File: config.mk
export PLATFORM = sky130hd
export DESIGN_NAME = uart_rx_engine_flat
export DESIGN_NICKNAME = d
export VERILOG_FILES = /design/src/rtl/uart_rx_engine_if.sv /design/src/rtl/uart_rx_engine.sv /design/src/flat_wrapper.sv
export SDC_FILE = /design/constraint.sdc
export NUM_CORES = 1
export LEC_CHECK = 0
export CELL_PAD_IN_SITES_DETAIL_PLACEMENT = 1
export CELL_PAD_IN_SITES_GLOBAL_PLACEMENT = 1
export CORE_ASPECT_RATIO = 1.1
export CORE_MARGIN = 10
export CORE_UTILIZATION = 44
export DETAILED_ROUTE_END_ITERATION = 10
export PLACE_DENSITY_LB_ADDON = 0.1
export SETUP_SLACK_MARGIN = 0.1
export SYNTH_ARGS = -nofsm -noshare
export SYNTH_HDL_FRONTEND = slang
export SYNTH_SLANG_ARGS = --single-unit
File: constraint.sdc
create_clock -name clk -period 1.98 [get_ports clk]
set_input_delay 0.495 -clock clk [delete_from_list [all_inputs] [get_ports clk]]
set_output_delay 0.495 -clock clk [all_outputs]
set_load 0.05 [all_outputs]
File: src/rtl/uart_rx_engine_if.sv
// Receive-side word handshake between the UART receiver and its consumer.
// master = receiver (drives word and flags), slave = consumer (drives rx_ready).
interface uart_rx_engine_if #(
  parameter int DATA_BITS = 8
) ();
  logic [DATA_BITS-1:0] rx_data;
  logic                 rx_valid;
  logic                 rx_ready;
  logic                 parity_err;
  logic                 frame_err;
  logic                 overrun;

  modport master (
    output rx_data, rx_valid, parity_err, frame_err, overrun,
    input  rx_ready
  );

  modport slave (
    input  rx_data, rx_valid, parity_err, frame_err, overrun,
    output rx_ready
  );
endinterface

File: src/rtl/uart_rx_engine.sv
// UART receiver: 2-flop line synchroniser, mid-bit sampling of 5..9 data bits,
// optional parity, 1 or 2 stop bits; words delivered on a valid/ready handshake.
module uart_rx_engine #(
  parameter int CLKS_PER_BIT = 434,
  parameter int DATA_BITS    = 8,
  parameter int PARITY_MODE  = 0,
  parameter int STOP_BITS    = 1
) (
  input  logic             clk,
  input  logic             reset,
  input  logic             rx,
  output logic             busy,
  uart_rx_engine_if.master rx_if
);

  localparam int            TW     = $clog2(CLKS_PER_BIT);
  localparam logic [TW-1:0] T_HALF = TW'(CLKS_PER_BIT / 2 - 1);
  localparam logic [TW-1:0] T_LAST = TW'(CLKS_PER_BIT - 1);
  localparam logic [3:0]    B_LAST = 4'(DATA_BITS - 1);
  localparam logic [3:0]    P_LAST = 4'(STOP_BITS - 1);

  if (DATA_BITS < 5 || DATA_BITS > 9) begin : g_bad_data_bits
    $error("uart_rx_engine: DATA_BITS must be in 5..9");
  end
  if (STOP_BITS < 1 || STOP_BITS > 2) begin : g_bad_stop_bits
    $error("uart_rx_engine: STOP_BITS must be 1 or 2");
  end
  if (CLKS_PER_BIT < 4) begin : g_bad_clks_per_bit
    $error("uart_rx_engine: CLKS_PER_BIT must be at least 4");
  end

  typedef enum logic [2:0] {
    S_IDLE, S_START, S_DATA, S_PARITY, S_STOP, S_BREAK
  } state_t;

  state_t                state_reg;
  logic [1:0]            sync_reg;
  logic [TW-1:0]         tcnt_reg;
  logic [3:0]            bcnt_reg;
  logic [DATA_BITS-1:0]  shift_reg;
  logic                  perr_reg;
  logic                  ferr_reg;
  logic                  commit_reg;
  logic                  busy_reg;

  logic [DATA_BITS-1:0]  data_reg;
  logic                  valid_reg;
  logic                  parity_err_reg;
  logic                  frame_err_reg;
  logic                  overrun_reg;

  logic                  rx_s;

  assign rx_s = sync_reg[1];

  // The line is idle high, so the synchroniser resets to 1 to avoid a false start.
  always_ff @(posedge clk) begin
    if (!reset) begin
      sync_reg <= 2'b11;
    end else begin
      sync_reg <= {sync_reg[0], rx};
    end
  end

  always_ff @(posedge clk) begin
    if (!reset) begin
      state_reg  <= S_IDLE;
      tcnt_reg   <= '0;
      bcnt_reg   <= '0;
      shift_reg  <= '0;
      perr_reg   <= 1'b0;
      ferr_reg   <= 1'b0;
      commit_reg <= 1'b0;
      busy_reg   <= 1'b0;
    end else begin
      commit_reg <= 1'b0;
      case (state_reg)
        S_IDLE: begin
          tcnt_reg <= '0;
          if (!rx_s) begin
            state_reg <= S_START;
            busy_reg  <= 1'b1;
          end
        end
        S_START: begin
          if (tcnt_reg == T_HALF) begin
            tcnt_reg <= '0;
            bcnt_reg <= '0;
            if (rx_s) begin
              state_reg <= S_IDLE;
              busy_reg  <= 1'b0;
            end else begin
              state_reg <= S_DATA;
              perr_reg  <= 1'b0;
              ferr_reg  <= 1'b0;
            end
          end else begin
            tcnt_reg <= tcnt_reg + 1'b1;
          end
        end
        S_DATA: begin
          if (tcnt_reg == T_LAST) begin
            tcnt_reg  <= '0;
            shift_reg <= {rx_s, shift_reg[DATA_BITS-1:1]};
            if (bcnt_reg == B_LAST) begin
              bcnt_reg  <= '0;
              state_reg <= (PARITY_MODE != 0) ? S_PARITY : S_STOP;
            end else begin
              bcnt_reg <= bcnt_reg + 1'b1;
            end
          end else begin
            tcnt_reg <= tcnt_reg + 1'b1;
          end
        end
        S_PARITY: begin
          if (tcnt_reg == T_LAST) begin
            tcnt_reg  <= '0;
            perr_reg  <= ((^shift_reg) ^ rx_s) != (PARITY_MODE == 2);
            state_reg <= S_STOP;
          end else begin
            tcnt_reg <= tcnt_reg + 1'b1;
          end
        end
        S_STOP: begin
          if (tcnt_reg == T_LAST) begin
            tcnt_reg <= '0;
            if (!rx_s) ferr_reg <= 1'b1;
            if (bcnt_reg == P_LAST) begin
              // Leaving at mid-stop lets a back-to-back start edge be caught on time.
              bcnt_reg   <= '0;
              commit_reg <= 1'b1;
              if (!rx_s) begin
                state_reg <= S_BREAK;
              end else begin
                state_reg <= S_IDLE;
                busy_reg  <= 1'b0;
              end
            end else begin
              bcnt_reg <= bcnt_reg + 1'b1;
            end
          end else begin
            tcnt_reg <= tcnt_reg + 1'b1;
          end
        end
        S_BREAK: begin
          if (rx_s) begin
            state_reg <= S_IDLE;
            busy_reg  <= 1'b0;
          end
        end
        default: begin
          state_reg <= S_IDLE;
          busy_reg  <= 1'b0;
        end
      endcase
    end
  end

  // A commit always wins over the handshake clear, so a word is never lost silently.
  always_ff @(posedge clk) begin
    if (!reset) begin
      data_reg       <= '0;
      valid_reg      <= 1'b0;
      parity_err_reg <= 1'b0;
      frame_err_reg  <= 1'b0;
      overrun_reg    <= 1'b0;
    end else begin
      overrun_reg <= 1'b0;
      if (commit_reg) begin
        data_reg       <= shift_reg;
        parity_err_reg <= perr_reg;
        frame_err_reg  <= ferr_reg;
        valid_reg      <= 1'b1;
        overrun_reg    <= valid_reg && !rx_if.rx_ready;
      end else if (valid_reg && rx_if.rx_ready) begin
        valid_reg <= 1'b0;
      end
    end
  end

  assign rx_if.rx_data    = data_reg;
  assign rx_if.rx_valid   = valid_reg;
  assign rx_if.parity_err = parity_err_reg;
  assign rx_if.frame_err  = frame_err_reg;
  assign rx_if.overrun    = overrun_reg;
  assign busy             = busy_reg;

endmodule

File: src/flat_wrapper.sv
// flat-port wrapper written by rule: the top's interface ports become plain ports
module uart_rx_engine_flat 
#(
  parameter int CLKS_PER_BIT = 434,
  parameter int DATA_BITS    = 8,
  parameter int PARITY_MODE  = 0,
  parameter int STOP_BITS    = 1
)
  (clk, reset, rx, busy, rx_if_rx_data, rx_if_rx_valid, rx_if_parity_err, rx_if_frame_err, rx_if_overrun, rx_if_rx_ready);
  uart_rx_engine_if #(.DATA_BITS(DATA_BITS)) rx_if_i ();
  input  logic clk;
  input  logic reset;
  input  logic rx;
  output logic busy;
  output wire logic [$bits(rx_if_i.rx_data)-1:0] rx_if_rx_data;
  output wire logic [$bits(rx_if_i.rx_valid)-1:0] rx_if_rx_valid;
  output wire logic [$bits(rx_if_i.parity_err)-1:0] rx_if_parity_err;
  output wire logic [$bits(rx_if_i.frame_err)-1:0] rx_if_frame_err;
  output wire logic [$bits(rx_if_i.overrun)-1:0] rx_if_overrun;
  input wire logic [$bits(rx_if_i.rx_ready)-1:0] rx_if_rx_ready;
  assign rx_if_rx_data = rx_if_i.rx_data;
  assign rx_if_rx_valid = rx_if_i.rx_valid;
  assign rx_if_parity_err = rx_if_i.parity_err;
  assign rx_if_frame_err = rx_if_i.frame_err;
  assign rx_if_overrun = rx_if_i.overrun;
  assign rx_if_i.rx_ready = rx_if_rx_ready;
  uart_rx_engine #(.CLKS_PER_BIT(CLKS_PER_BIT), .DATA_BITS(DATA_BITS), .PARITY_MODE(PARITY_MODE), .STOP_BITS(STOP_BITS)) u_core (.clk(clk), .reset(reset), .rx(rx), .busy(busy), .rx_if(rx_if_i));
endmodule
==> results of run 1 <==
## cells in the mapped netlist (all sizes together), types with 2 or more instances
library cell   n
xnor2          7
inv            5
buf            2
a21o           2
mux2i         20
clkbuf         7
nor2b          3
o21a           2
or2b           3
and2b          3
dfxtp         42
nand3b         3
nor2          34
ha             5
nand2b         5
and4bb         2
nand3          5
nor3b          3
xor2           6
and3           3
a21oi         10
and4           3
nand4          2
a2bb2oi        2
o21ai          7
nand2         11
## metrics by stage
step	util (%)	std cells	area [sq um]	worst slack (ns)	power, mW
after global routing	56.0	304	2470	0.0642	1.51
after global placement	51.8	291	2290	0.107	0.919
after detailed placement	51.8	291	2290	0.0150	0.921
after CTS	54.0	299	2380	0.103	1.46
final	56.0	304	2470	0.154	1.45
after floorplan	-	216	2050	0.190	0.902
## placed cells by master (no fill, tap or decap), types with 3 or more instances in the layout
| cell | count |
|---|---|
| dfxtp_1 | 40 |
| nand3_1 | 5 |
| nand3b_1 | 3 |
| xor2_1 | 6 |
| clkdlybuf4s50_1 | 3 |
| mux2i_1 | 20 |
| xnor2_1 | 7 |
| nor2b_1 | 3 |
| buf_4 | 32 |
| nand2b_1 | 5 |
| nor2_1 | 34 |
| inv_1 | 4 |
| nand2_1 | 11 |
| o21ai_0 | 7 |
| a21oi_1 | 8 |
| ha_1 | 4 |
| clkbuf_8 | 5 |
## repair_timing
item	in CTS	in global routing
buffers inserted	0	5
pin swaps	1	4
resized for setup	3	11
setup endpoints to repair	2	7
## final timing paths
kind | from | end | slack, ns | depth (start not counted)
worst min register to register | u_core.sync_reg[0] | u_core.sync_reg[1] | 0.43 | 1
worst max-delay path | u_core.tcnt_reg[0] | u_core.bcnt_reg[3] | 0.15 | 7
worst max register to register | u_core.tcnt_reg[0] | u_core.bcnt_reg[3] | 0.15 | 7
worst min-delay path | u_core.sync_reg[0] | u_core.sync_reg[1] | 0.43 | 1
## worst max-delay path: stages (launching register included)
cell       delay, ns
dfxtp_1         0.33
buf_4           0.15
inv_1           0.06
ha_2            0.19
nand4_4         0.15
a2bb2oi_4       0.23
or4_1           0.53
a21oi_2         0.12
## logic make-up after synthesis
group,count (synthesis),share of synthesized area [%]
AND/OR/NAND/NOR,88,24.0
adder cells (fa/ha/maj),5,3.06
buffers and inverters,14,3.91
XOR/XNOR,14,6.66
flip-flops,42,41.1
AO/OA/AOI/OAI,32,11.0
multiplexers,21,10.3
## power groups by stage
stage	combinational (mW)	sequential, mW	clock (mW)
6_report	0.0511	0.852	0.547
5_1_grt	0.0556	0.853	0.603
4_1_cts	0.0494	0.852	0.563
3_5_place_dp	0.0490	0.872	0
3_3_place_gp	0.0472	0.872	0
2_1_floorplan	0.0283	0.874	0
## cell type report
cell class	count	area, sq um
clock buffer	6	72.6
fill	513	1940
multi-input combinational	160	1180
tap	54	67.6
clock inverter	2	13.8
timing repair buffer	35	270
sequential	42	843
inverter	5	18.8
## layer usage
layer  up-vias  track usage [%]
met5         -                0
met4         0             3.85
met3         7             3.31
met2        16             23.1
met1       821             13.4
li1        825                -
==> results by group, run 1 <==
Place
  – Port-buffer cells: 16
  – Placer Congestion: 0.834
  – Detailed Place HPWL: between 3000 and 4000 microns

Floorplan
  – Total core area: around 4400 sq um
  – Die Area: roughly 7800 sq um
  – # rows: 25
  – Starting density of the core: 46.4%
  – Die Y: approximately 92 microns
  – # IOs: 17
  – Die X-Extent: 85.0 microns

Power
  – Sw Share: between 20% and 30%
  – Net Sw Power: 0.332 mW
  – Max VDD drop: 326 uV
  – Clock share of power: between 30% and 40%
  – Comb power frac: 3.5%
  – Static Leak: 1.03 nW
  – Int Power: 1.12 mW
  – PwrDens: 588 nW/um^2
  – Sequential Power Share: 58.8%

Synth
  – Top cell type's share of synthesized area: 41.1%
  – Dominant synthesized flop cell: dfxtp_1
  – Count of state elements after synthesis: 42
  – Syn nets: 225
  – Syn. warnings: 0
  – Mapped Area: 2050 sq um
  – Yosys top cell by area: dfxtp_1
  – Avg Synthesized Cell Area: 9.48 sq um
  – Yosys cell types: between 50 and 60
  – Seq/Total Area, Yosys: a little over 40%
  – EDFF count, synth: 0
  – Fraction of registers with async set/reset: 0%
  – Largest cells by area after synthesis: dfxtp_1 (41%), mux2i_1 (9.8%), nor2_1 (6.2%), ha_1 (3.1%), xnor2_1 (3.0%)
  – Cells after synthesis: 216

GRT
  – Initial antenna violation count: 0
  – First-pass GRT wire length: 8210 microns
  – Congestion Overflow GR: 0
  – Vias in the first global route: between 1500 and 2000
  – Largest net degree at the start of global routing: 14
  – All-Layer GR Usage: 12.5%

Timing
  – Final Cycle Share: 92.2%
  – Unrepaired setup endpoints after global routing: yes
  – Endpoints failing hold: 0
  – Setup tns final: 0 ns
  – Smallest hold slack: 0.427 ns
  – Final Setup Violations: 0
  – Worst slew pin tran: 0.679 ns
  – Min cycle time layout: between 1.5 and 2 ns
  – Maximum clock frequency: roughly 550 MHz
  – Slew headroom: 54.7%
  – Clock skew: 0.00349 ns
  – Slew Limit Fails: 0

Clock network
  – CTS tree: yes
  – Clock root cell: clkbuf_8
  – CTS Sinks: between 40 and 50
  – Total CTS buffers: 5
  – Clock slew at the register clock pins of the worst setup and hold paths: 0.08 ns
  – Clk Latency, worst-skew pair: just under 0.3 ns
  – H-tree Lvls: 2
  – Post-cts hold buffer count: 0
  – Clk buf depth: 2

Status
  – Outcome: finished clean

Critical path
  – CP Capture Type: flip-flop
  – Critical path fanouts, max: 8
  – Startpoint Class: flip-flop
  – Kind of critical path: flip-flop to flip-flop
  – WP data required: 2.21 ns
  – Critical path arrival: 2.06 ns

Layout
  – Final #Nets: 258
  – Layout cells sized above 1: 24.8%
  – Area Overhead vs Synth: 20.6%
  – Max reg flops: 9
  – ANT cells: 0

Worst hold path
  – Worst hold-check path type: flip-flop to flip-flop

Drt
  – Vias per inst: 5.49
  – Antenna Nets Post-Route: 0
  – DRT Wirelength: roughly 4900 microns
  – Metal3 WL: 110 microns
  – 1st-pass router iterations: 4
  – Starting DRT DRC Count: slightly below 80
  – Met2 wire len: around 2600 microns
  – Vias: 1669
  – Top sig layer: met4
  – DRC Markers: 0
  – DR WL/cell: 16.0 microns
  – Metal-1 WL: slightly above 2000 microns

Flow run
  – Maxcap violations: 0
(Power assumes the default switching activity.)
==> run 2, diff against run 1 <==
CTS_CLUSTER_SIZE = 12   (was default)
==> results of run 2 <==
Same layout as run 1: the final DEF is identical, and so are final timing and power.
==> run 3, diff against run 2 <==
CAP_MARGIN = 5   (was default)
==> results of run 3 <==
Same layout as run 1: the final DEF is identical, and so are final timing and power.
